`src/rtl/uart_rx_if.sv`:
```
// Receive-side bundle for the 8N1 UART receiver: serial line in, byte and
// status strobes out. The slave modport is the receiver, the master the line/consumer.
`timescale 1ns/1ps

interface uart_rx_if;
  logic       uart_rxd;
  logic [7:0] rx_data;
  logic       rx_valid;
  logic       frame_err;
  logic       rx_busy;

  modport master (
    output uart_rxd,
    input  rx_data,
    input  rx_valid,
    input  frame_err,
    input  rx_busy
  );

  modport slave (
    input  uart_rxd,
    output rx_data,
    output rx_valid,
    output frame_err,
    output rx_busy
  );
endinterface

```
`src/rtl/uart_rx.sv`:
```
// 8N1 UART receiver: synchronizes the line, finds the start bit, samples
// each bit at mid-bit and checks the stop bit, emitting one-cycle strobes.
`timescale 1ns/1ps

module uart_rx #(
  parameter int CLK_FREQ = 50_000_000,
  parameter int BAUD     = 9600
) (
  input  logic     clk_50M,
  input  logic     reset_n,
  uart_rx_if.slave bus
);

  localparam int CPB   = CLK_FREQ / BAUD;
  localparam int HALF  = CPB / 2;
  localparam int CNT_W = (CPB > 1) ? $clog2(CPB) : 1;

  typedef enum logic [2:0] {
    IDLE,
    START,
    DATA,
    STOP,
    BREAK
  } state_e;

  state_e           state_q;
  logic [1:0]       sync_q;
  logic [CNT_W-1:0] cnt_q;
  logic [2:0]       bit_idx_q;
  logic [7:0]       shift_q;
  logic [7:0]       rx_data_q;
  logic             rx_valid_q;
  logic             frame_err_q;
  logic             busy_q;
  logic             rxd_s;

  // NOTE: the raw line is asynchronous; only the second flop is safe to decide on.
  assign rxd_s = sync_q[1];

  // NOTE: every register here is updated with <= so all of them see the
  // values from before this edge, independent of statement order.
  always_ff @(posedge clk_50M or negedge reset_n) begin
    if (!reset_n) begin
      state_q     <= IDLE;
      sync_q      <= 2'b11;
      cnt_q       <= '0;
      bit_idx_q   <= '0;
      shift_q     <= '0;
      rx_data_q   <= 8'h00;
      rx_valid_q  <= 1'b0;
      frame_err_q <= 1'b0;
      busy_q      <= 1'b0;
    end else begin
      sync_q      <= {sync_q[0], bus.uart_rxd};
      rx_valid_q  <= 1'b0;
      frame_err_q <= 1'b0;

      case (state_q)
        IDLE: begin
          cnt_q <= '0;
          if (!rxd_s) begin
            state_q <= START;
            busy_q  <= 1'b1;
          end
        end

        START: begin
          if (cnt_q == CNT_W'(HALF - 1)) begin
            cnt_q <= '0;
            if (rxd_s) begin
              // Line came back high before mid-start: a glitch, not a frame.
              state_q <= IDLE;
              busy_q  <= 1'b0;
            end else begin
              bit_idx_q <= '0;
              state_q   <= DATA;
            end
          end else begin
            cnt_q <= cnt_q + 1'b1;
          end
        end

        DATA: begin
          if (cnt_q == CNT_W'(CPB - 1)) begin
            cnt_q     <= '0;
            shift_q   <= {rxd_s, shift_q[7:1]};
            bit_idx_q <= bit_idx_q + 3'd1;
            if (bit_idx_q == 3'd7) begin
              state_q <= STOP;
            end
          end else begin
            cnt_q <= cnt_q + 1'b1;
          end
        end

        STOP: begin
          if (cnt_q == CNT_W'(CPB - 1)) begin
            cnt_q <= '0;
            if (rxd_s) begin
              rx_data_q  <= shift_q;
              rx_valid_q <= 1'b1;
              state_q    <= IDLE;
              busy_q     <= 1'b0;
            end else begin
              frame_err_q <= 1'b1;
              state_q     <= BREAK;
            end
          end else begin
            cnt_q <= cnt_q + 1'b1;
          end
        end

        BREAK: begin
          // Hold here until the line recovers so a long break reports once.
          if (rxd_s) begin
            state_q <= IDLE;
            busy_q  <= 1'b0;
          end
        end

        default: begin
          state_q <= IDLE;
          busy_q  <= 1'b0;
        end
      endcase
    end
  end

  assign bus.rx_data   = rx_data_q;
  assign bus.rx_valid  = rx_valid_q;
  assign bus.frame_err = frame_err_q;
  assign bus.rx_busy   = busy_q;

endmodule

```
`src/flat_wrapper.sv`:
```
// flat-port wrapper written by rule: the top's interface ports become plain ports
module uart_rx_flat 
#(
  parameter int CLK_FREQ = 50_000_000,
  parameter int BAUD     = 9600
)
  (clk_50M, reset_n, bus_uart_rxd, bus_rx_data, bus_rx_valid, bus_frame_err, bus_rx_busy);
  uart_rx_if bus_i ();
  input  logic clk_50M;
  input  logic reset_n;
  input wire logic [$bits(bus_i.uart_rxd)-1:0] bus_uart_rxd;
  output wire logic [$bits(bus_i.rx_data)-1:0] bus_rx_data;
  output wire logic [$bits(bus_i.rx_valid)-1:0] bus_rx_valid;
  output wire logic [$bits(bus_i.frame_err)-1:0] bus_frame_err;
  output wire logic [$bits(bus_i.rx_busy)-1:0] bus_rx_busy;
  assign bus_i.uart_rxd = bus_uart_rxd;
  assign bus_rx_data = bus_i.rx_data;
  assign bus_rx_valid = bus_i.rx_valid;
  assign bus_frame_err = bus_i.frame_err;
  assign bus_rx_busy = bus_i.rx_busy;
  uart_rx #(.CLK_FREQ(CLK_FREQ), .BAUD(BAUD)) u_core (.clk_50M(clk_50M), .reset_n(reset_n), .bus(bus_i));
endmodule
```
`config.mk`:
```
export PLATFORM = sky130hd
export DESIGN_NAME = uart_rx_flat
export DESIGN_NICKNAME = d
export VERILOG_FILES = /design/src/rtl/uart_rx_if.sv /design/src/rtl/uart_rx.sv /design/src/flat_wrapper.sv
export SDC_FILE = /design/constraint.sdc
export NUM_CORES = 1
export LEC_CHECK = 0
export CELL_PAD_IN_SITES_DETAIL_PLACEMENT = 1
export CELL_PAD_IN_SITES_GLOBAL_PLACEMENT = 1
export CORE_ASPECT_RATIO = 1.5
export CORE_MARGIN = 4
export CORE_UTILIZATION = 49
export CTS_CLUSTER_DIAMETER = 30
export DETAILED_ROUTE_END_ITERATION = 12
export PLACE_DENSITY_LB_ADDON = 0.1
export SYNTH_ARGS = -nofsm -noshare
export SYNTH_HDL_FRONTEND = slang
export SYNTH_SLANG_ARGS = --single-unit
```
`constraint.sdc`:
```
create_clock -name clk_50M -period 3.5 [get_ports clk_50M]
set_clock_uncertainty 0.05 [all_clocks]
set_input_delay 0.7 -clock clk_50M [delete_from_list [all_inputs] [get_ports clk_50M]]
set_output_delay 0.7 -clock clk_50M [all_outputs]
set_load 0.05 [all_outputs]
```
After elaboration in Yosys (flattened, before gate mapping)
Index checks and enable logic that the tools add are counted.
{"block": "totals", "regBits": 40, "in_bits": 3, "out_inout_bits": 11, "elab_cells": 62}
{"block": "classes", "add_sub_neg": 2, "n_eq_ne": 14, "mux": 27, "bitwise": 1, "n_reduce_logical": 9}
{"op": "13-bit case mux with 3 select lines", "n": 1}
{"op": "3-bit 2-to-1 mux", "n": 10}
{"op": "13-bit 2-to-1 mux", "n": 2}
{"op": "3-bit case mux with 5 select lines", "n": 1}
{"op": "13-bit by 1-bit adder with 13-bit output, second input constant", "n": 1}
{"op": "13-bit by 12-bit == test with 1-bit output, second input constant", "n": 1}
{"op": "13-bit == test, second input constant", "n": 1}
{"op": "1-bit 2-to-1 mux", "n": 10}
{"op": "2-bit by 1-bit inequality test with 1-bit output, second input constant", "n": 5}
{"op": "4-bit AND reduction", "n": 2}
{"op": "3-bit by 2-bit == test with 1-bit output, second input constant", "n": 2}
{"op": "3-bit == test, second input constant", "n": 2}
{"op": "3-bit case mux with 2 select lines", "n": 1}
{"op": "6-bit AND reduction", "n": 1}
{"op": "1-bit case mux with 5 select lines", "n": 1}
{"op": "2-bit inequality test, second input constant", "n": 2}
{"op": "3-bit by 1-bit adder with 3-bit output, second input constant", "n": 1}
{"op": "3-bit by 1-bit == test with 1-bit output, second input constant", "n": 1}
{"op": "3-bit zero test", "n": 1}
{"op": "3-bit AND reduction", "n": 1}
{"op": "3-bit nonzero test", "n": 1}
{"op": "2-bit 2-to-1 mux", "n": 1}
{"op": "2-bit AND reduction", "n": 1}
{"op": "2-bit nonzero test", "n": 1}
{"op": "2 further kinds", "n": 2}

Longest topological paths before layout
{"block": "depth", "depth_word": 4, "depth_mapped": 8, "ltp_nobuf": 6}

Worst setup path after synthesis
Ideal clock, no wire load.
{"block": "synth_timing", "path_type": "reg-to-reg", "from": "register u_core.cnt_q[0]", "to": "register u_core.cnt_q[4]", "setup_time_ps": 126, "arrival_ps": 1752, "required_ps": 3324, "path_slack_ps": 1572, "path_stages_with_launch": 8, "n_path_buf": 1, "synth_period_minus_slack_ps": 1928, "cell_sequence": "dfrtp_1 ha_1 nor3b_4 nand4_1 a22o_1 buf_6 and3_1 a221o_1"}
{"block": "synth_between", "elab_chain_len": 3, "word_cells_on_any_way": 6, "cone_classes": "1 x add/sub; 2 x eq/ne; 3 x mux"}
{"element": "start: declaration", "line": "uart_rx.sv:28", "rtl": "logic [CNT_W-1:0] cnt_q;"}
{"element": "start signal: assignment", "line": "uart_rx.sv:79", "rtl": "cnt_q <= cnt_q + 1'b1;"}
{"element": "start signal: assignment", "line": "uart_rx.sv:92", "rtl": "cnt_q <= cnt_q + 1'b1;"}
{"element": "start signal: assignment", "line": "uart_rx.sv:109", "rtl": "cnt_q <= cnt_q + 1'b1;"}
{"element": "13-bit by 1-bit adder with 13-bit output, or another cell as far along", "line": "uart_rx.sv:79, uart_rx.sv:92, uart_rx.sv:109"}
{"element": "13-bit 2-to-1 mux, on equally long branches", "line": "uart_rx.sv:84, uart_rx.sv:97, uart_rx.sv:68"}
{"element": "13-bit case mux with 3 select lines (*)", "line": "uart_rx.sv:58", "rtl": "case (state_q)"}
Mark *: on every way between the ends. The rest lies on a longest branch, timed or not.
A chain may end at the register's enable or synchronous reset.

Final worst setup path
Same ends and word-level chain as after synthesis.

==> qor_table.md <==
| Result | Value | Unit |
|:---|:---|:---|
| Final Max Tran Viols | 0 | - |
| Buffer cell driving the clock tree root | sky130_fd_sc_hd__clkbuf_8 | - |
| Die Wd | 58.5 | um |
| Sum of overflow across all layers after global routing | 0 | - |
| Max_slew headroom | 0.410 | - |
| Diodes inserted | 0 | - |
| Worst-path fanout max | 19 | - |
| Via count of the first global-routing pass | 1,546 | - |
| WL final | 4160 | um |
| CTS tree | yes | - |
| Maximum operating frequency | 433 | MHz |
| Slowest Stage Delay on Critical Path | 0.48 | ns |
| Placer Congestion | 0.816 | - |
| Average wire per standard cell | 17.9 | um |
| Clock Path Buffers | 2 | - |
| CTS HTree Levels | 2 | - |
| # hold bufs at CTS | 0 | - |
| Initial core utilization | 0.509 | - |
| Synthesized area divided by synthesized cell count | 10.6 | um2 |
| Worst EP required | 3.63 | ns |
| Synth-to-Final Area Change | 13.5 | % |
| Post-cts repair resize count | 0 | - |
| Height of the chip | 83.7 | um |
| Total design power | 847 | uW |
| Cell area after placement | 0.00202 | mm2 |
| Cts bufs inserted | 5 | - |
| Register bit total from synthesis | 40 | - |
| Floorplan die area | 0.00490 | mm2 |
| Critical path arrival | 2.43 | ns |
| NumNets Final | 195 | - |
| Status | finished, final reports clean | - |
| Hold WC Path Type | flip-flop to flip-flop | - |
| Count of TritonRoute iterations in the first routing pass | 4 | - |
| Remaining routing DRC violations | 0 | - |
| Instance count of the mapped netlist | 176 | - |
| Static leakage power | 0.00100 | uW |
| # Post-CTS Setup Buffers | 0 | - |
| Rows | 27 | - |
| Proportion of layout cells with a drive suffix above 1 | 0.132 | - |
| Clock latency at the later pin of the worst-skew pair | 0.29 | ns |
| Post-synth ARST share | 1.00 | - |
| I/O pin count | 14 | - |
| Post-route setup TNS | 0 | ns |
| HPWL reported at the end of detailed placement | 3020 | um |
| Count of distinct cell types in the synthesized netlist | 42 | - |
| Max-cap check violation count | 0 | - |
| Post-synth design cell area | 0.00187 | mm2 |
| Number of antenna-violating nets in the routed design | 0 | - |
| Number of hold violations in the final report | 0 | - |
| Pin count of the biggest net entering global routing | 41 | - |
| Final cycle utilization of the critical path | 0.660 | - |
| Number of violations reported at the end of detailed-routing iteration 0 | 51 | - |
| Shortest period the worst path allows | 2.31 | ns |
| Placeable core area | 0.00368 | mm2 |
| Synth warnings | 0 | - |
| First-pass GRT wire length | 7290 | um |
| All-Layer GR Usage | 0.195 | - |
| Prevailing post-synth register cell | sky130_fd_sc_hd__dfrtp_1 | - |
| Number of antenna violations at the first check in global routing | 0 | - |
| Cell with the biggest individual delay on the critical path | sky130_fd_sc_hd__a22o_1 | - |
| Port buffer count | 13 | - |
| Vias per Instance | 5.98 | - |
| Number of enable flip-flop cells after synthesis | 0 | - |
| Maximum VDD drop | 0.229 | mV |
| Worst slew pin tran | 0.885 | ns |
| Kind of critical path | flip-flop to flip-flop | - |
| Setup violations, final | 0 | - |
| Power density cells | 398 | mW/mm2 |
| Critical Path, Cell by Cell | ha_1 > nor3b_4 > nand4_1 > a22o_1 > and3_1 > a221o_1 | - |
| Critical path endpoint category | flip-flop | - |
| Unrepaired setup endpoints after global routing | false | - |
| Clock transition at the registers of the reported paths | 0.07 | ns |
| Net Count, Synth | 182 | - |
| Finished layout cell area | 0.00213 | mm2 |
| Sequential fraction of the synthesis area | 0.536 | - |
| Fill cell count | 413 | - |
| Vias | 1,394 | - |
| Clock sink count | 40 | - |
| Critical path startpoint category | flip-flop | - |
==> routing by layer <==
layer	vias up	part of all wire	global-route usage
li1	647	-	-
met1	712	0.38	0.206
met2	24	0.57	0.349
met3	11	0.026	0.0387
met4	0	0.027	0.0992
met5	-	0	0
==> critical path: cells and delay by family (launching register included) <==
kind / cells / cell delay (ns)
flip-flops: 1 / 0.39
AO/OA/AOI/OAI: 2 / 0.74
adder cells (fa/ha/maj): 1 / 0.24
AND/OR/NAND/NOR: 3 / 0.77
==> flip-flops by register name, indices dropped and copies added, names as in the netlist <==
name,count
u_core.bit_idx_q,3
u_core.bus.frame_err,1
u_core.bus.rx_busy,1
u_core.bus.rx_data,8
u_core.bus.rx_valid,1
u_core.cnt_q,13
u_core.shift_q,8
u_core.state_q,3
u_core.sync_q,2
==> area by class of cell <==
type                    count  area, um2  area share
flip-flops and latches     40       1000       0.472
multi-input cells         124        813       0.383
repair buffers             14        133      0.0624
clock buffers               6       72.6      0.0341
well taps                  43       53.8      0.0253
clock inverters             2       35.0      0.0165
inverters                   4       15.0     0.00706
==> through the flow <==
step                setup WS (ns)  utilization  cells  hold WS (ns)
floorplan                    1.57            -    176         0.295
global placement             1.33        0.548    225         0.296
detailed placement           1.21        0.548    225         0.300
CTS                          1.18        0.577    233         0.311
global route                 1.04        0.577    233         0.317
finish                       1.19        0.577    233         0.309
==> synth_stat cells (all sizes together) (2+ instances only) <==
cell type   n  area (um2)
nand2b      2        12.5
a31oi       4        25.0
nor3b       4        46.3
a22o        9        78.8
nand3       7        35.0
dfrtp      38         951
dfstp       2        52.6
ha          3        37.5
nand2      33         124
mux2        9         101
inv         4        15.0
o21ai       5        25.0
xnor2       4        35.0
a21oi       6        30.0
nor2       10        37.5
nor3        7        46.3
and3        2        12.5
buf         4        26.3
nand4       2        27.5
nor2b       2        12.5
clkbuf      4        15.0
==> cell families (layout without fill, tap and decap cells) <==
logic type	count (synthesis)	after routing	share of synthesized area
buffers and inverters	12	26	0.0301
xor gates and xnor gates	4	4	0.0187
and+or+nand+nor	75	75	0.216
AOI/OAI and AO/OA	33	33	0.125
adders and majority gates	3	3	0.0200
DFF	40	40	0.536
muxes	9	9	0.0541
==> cells in the final DEF, fill, tap and decap left out, drive strengths merged, types with 3 or more instances in the layout <==
master,synthesis,layout
o21ai,5,5
ha,3,3
a21oi,6,6
dfrtp,38,38
nor3,7,7
nor2,10,10
nand2,33,33
nor3b,4,4
mux2,9,9
a22o,9,9
clkdlybuf4s50,0,12
clkbuf,4,6
a31oi,4,4
nand3,7,7
xnor2,4,4
inv,4,4
==> power breakdown <==
part           internal [uW]  switching [uW]
Clock                    212             158
Sequential               464            1.48
Combinational           2.08            10.4
==> path summary, 6_finish.rpt <==
kind | start | endpoint | slack, ns | cells past startpoint
min in group asynchronous | reset_n | u_core.bus.rx_data[4]$_DFFE_PN0P_ | 0.47 | 1
worst max-delay path | u_core.cnt_q[0]$_DFFE_PN0P_ | u_core.cnt_q[4]$_DFFE_PN0P_ | 1.19 | 6
worst max register to register | u_core.cnt_q[0]$_DFFE_PN0P_ | u_core.cnt_q[4]$_DFFE_PN0P_ | 1.19 | 6
worst min register to register | u_core.sync_q[0]$_DFF_PN1_ | u_core.sync_q[1]$_DFF_PN1_ | 0.31 | 0
worst min-delay path | u_core.sync_q[0]$_DFF_PN1_ | u_core.sync_q[1]$_DFF_PN1_ | 0.31 | 0
max in group asynchronous | reset_n | u_core.bus.rx_data[2]$_DFFE_PN0P_ | 2.37 | 1
Note: power is estimated with default switching activity, not from simulation.
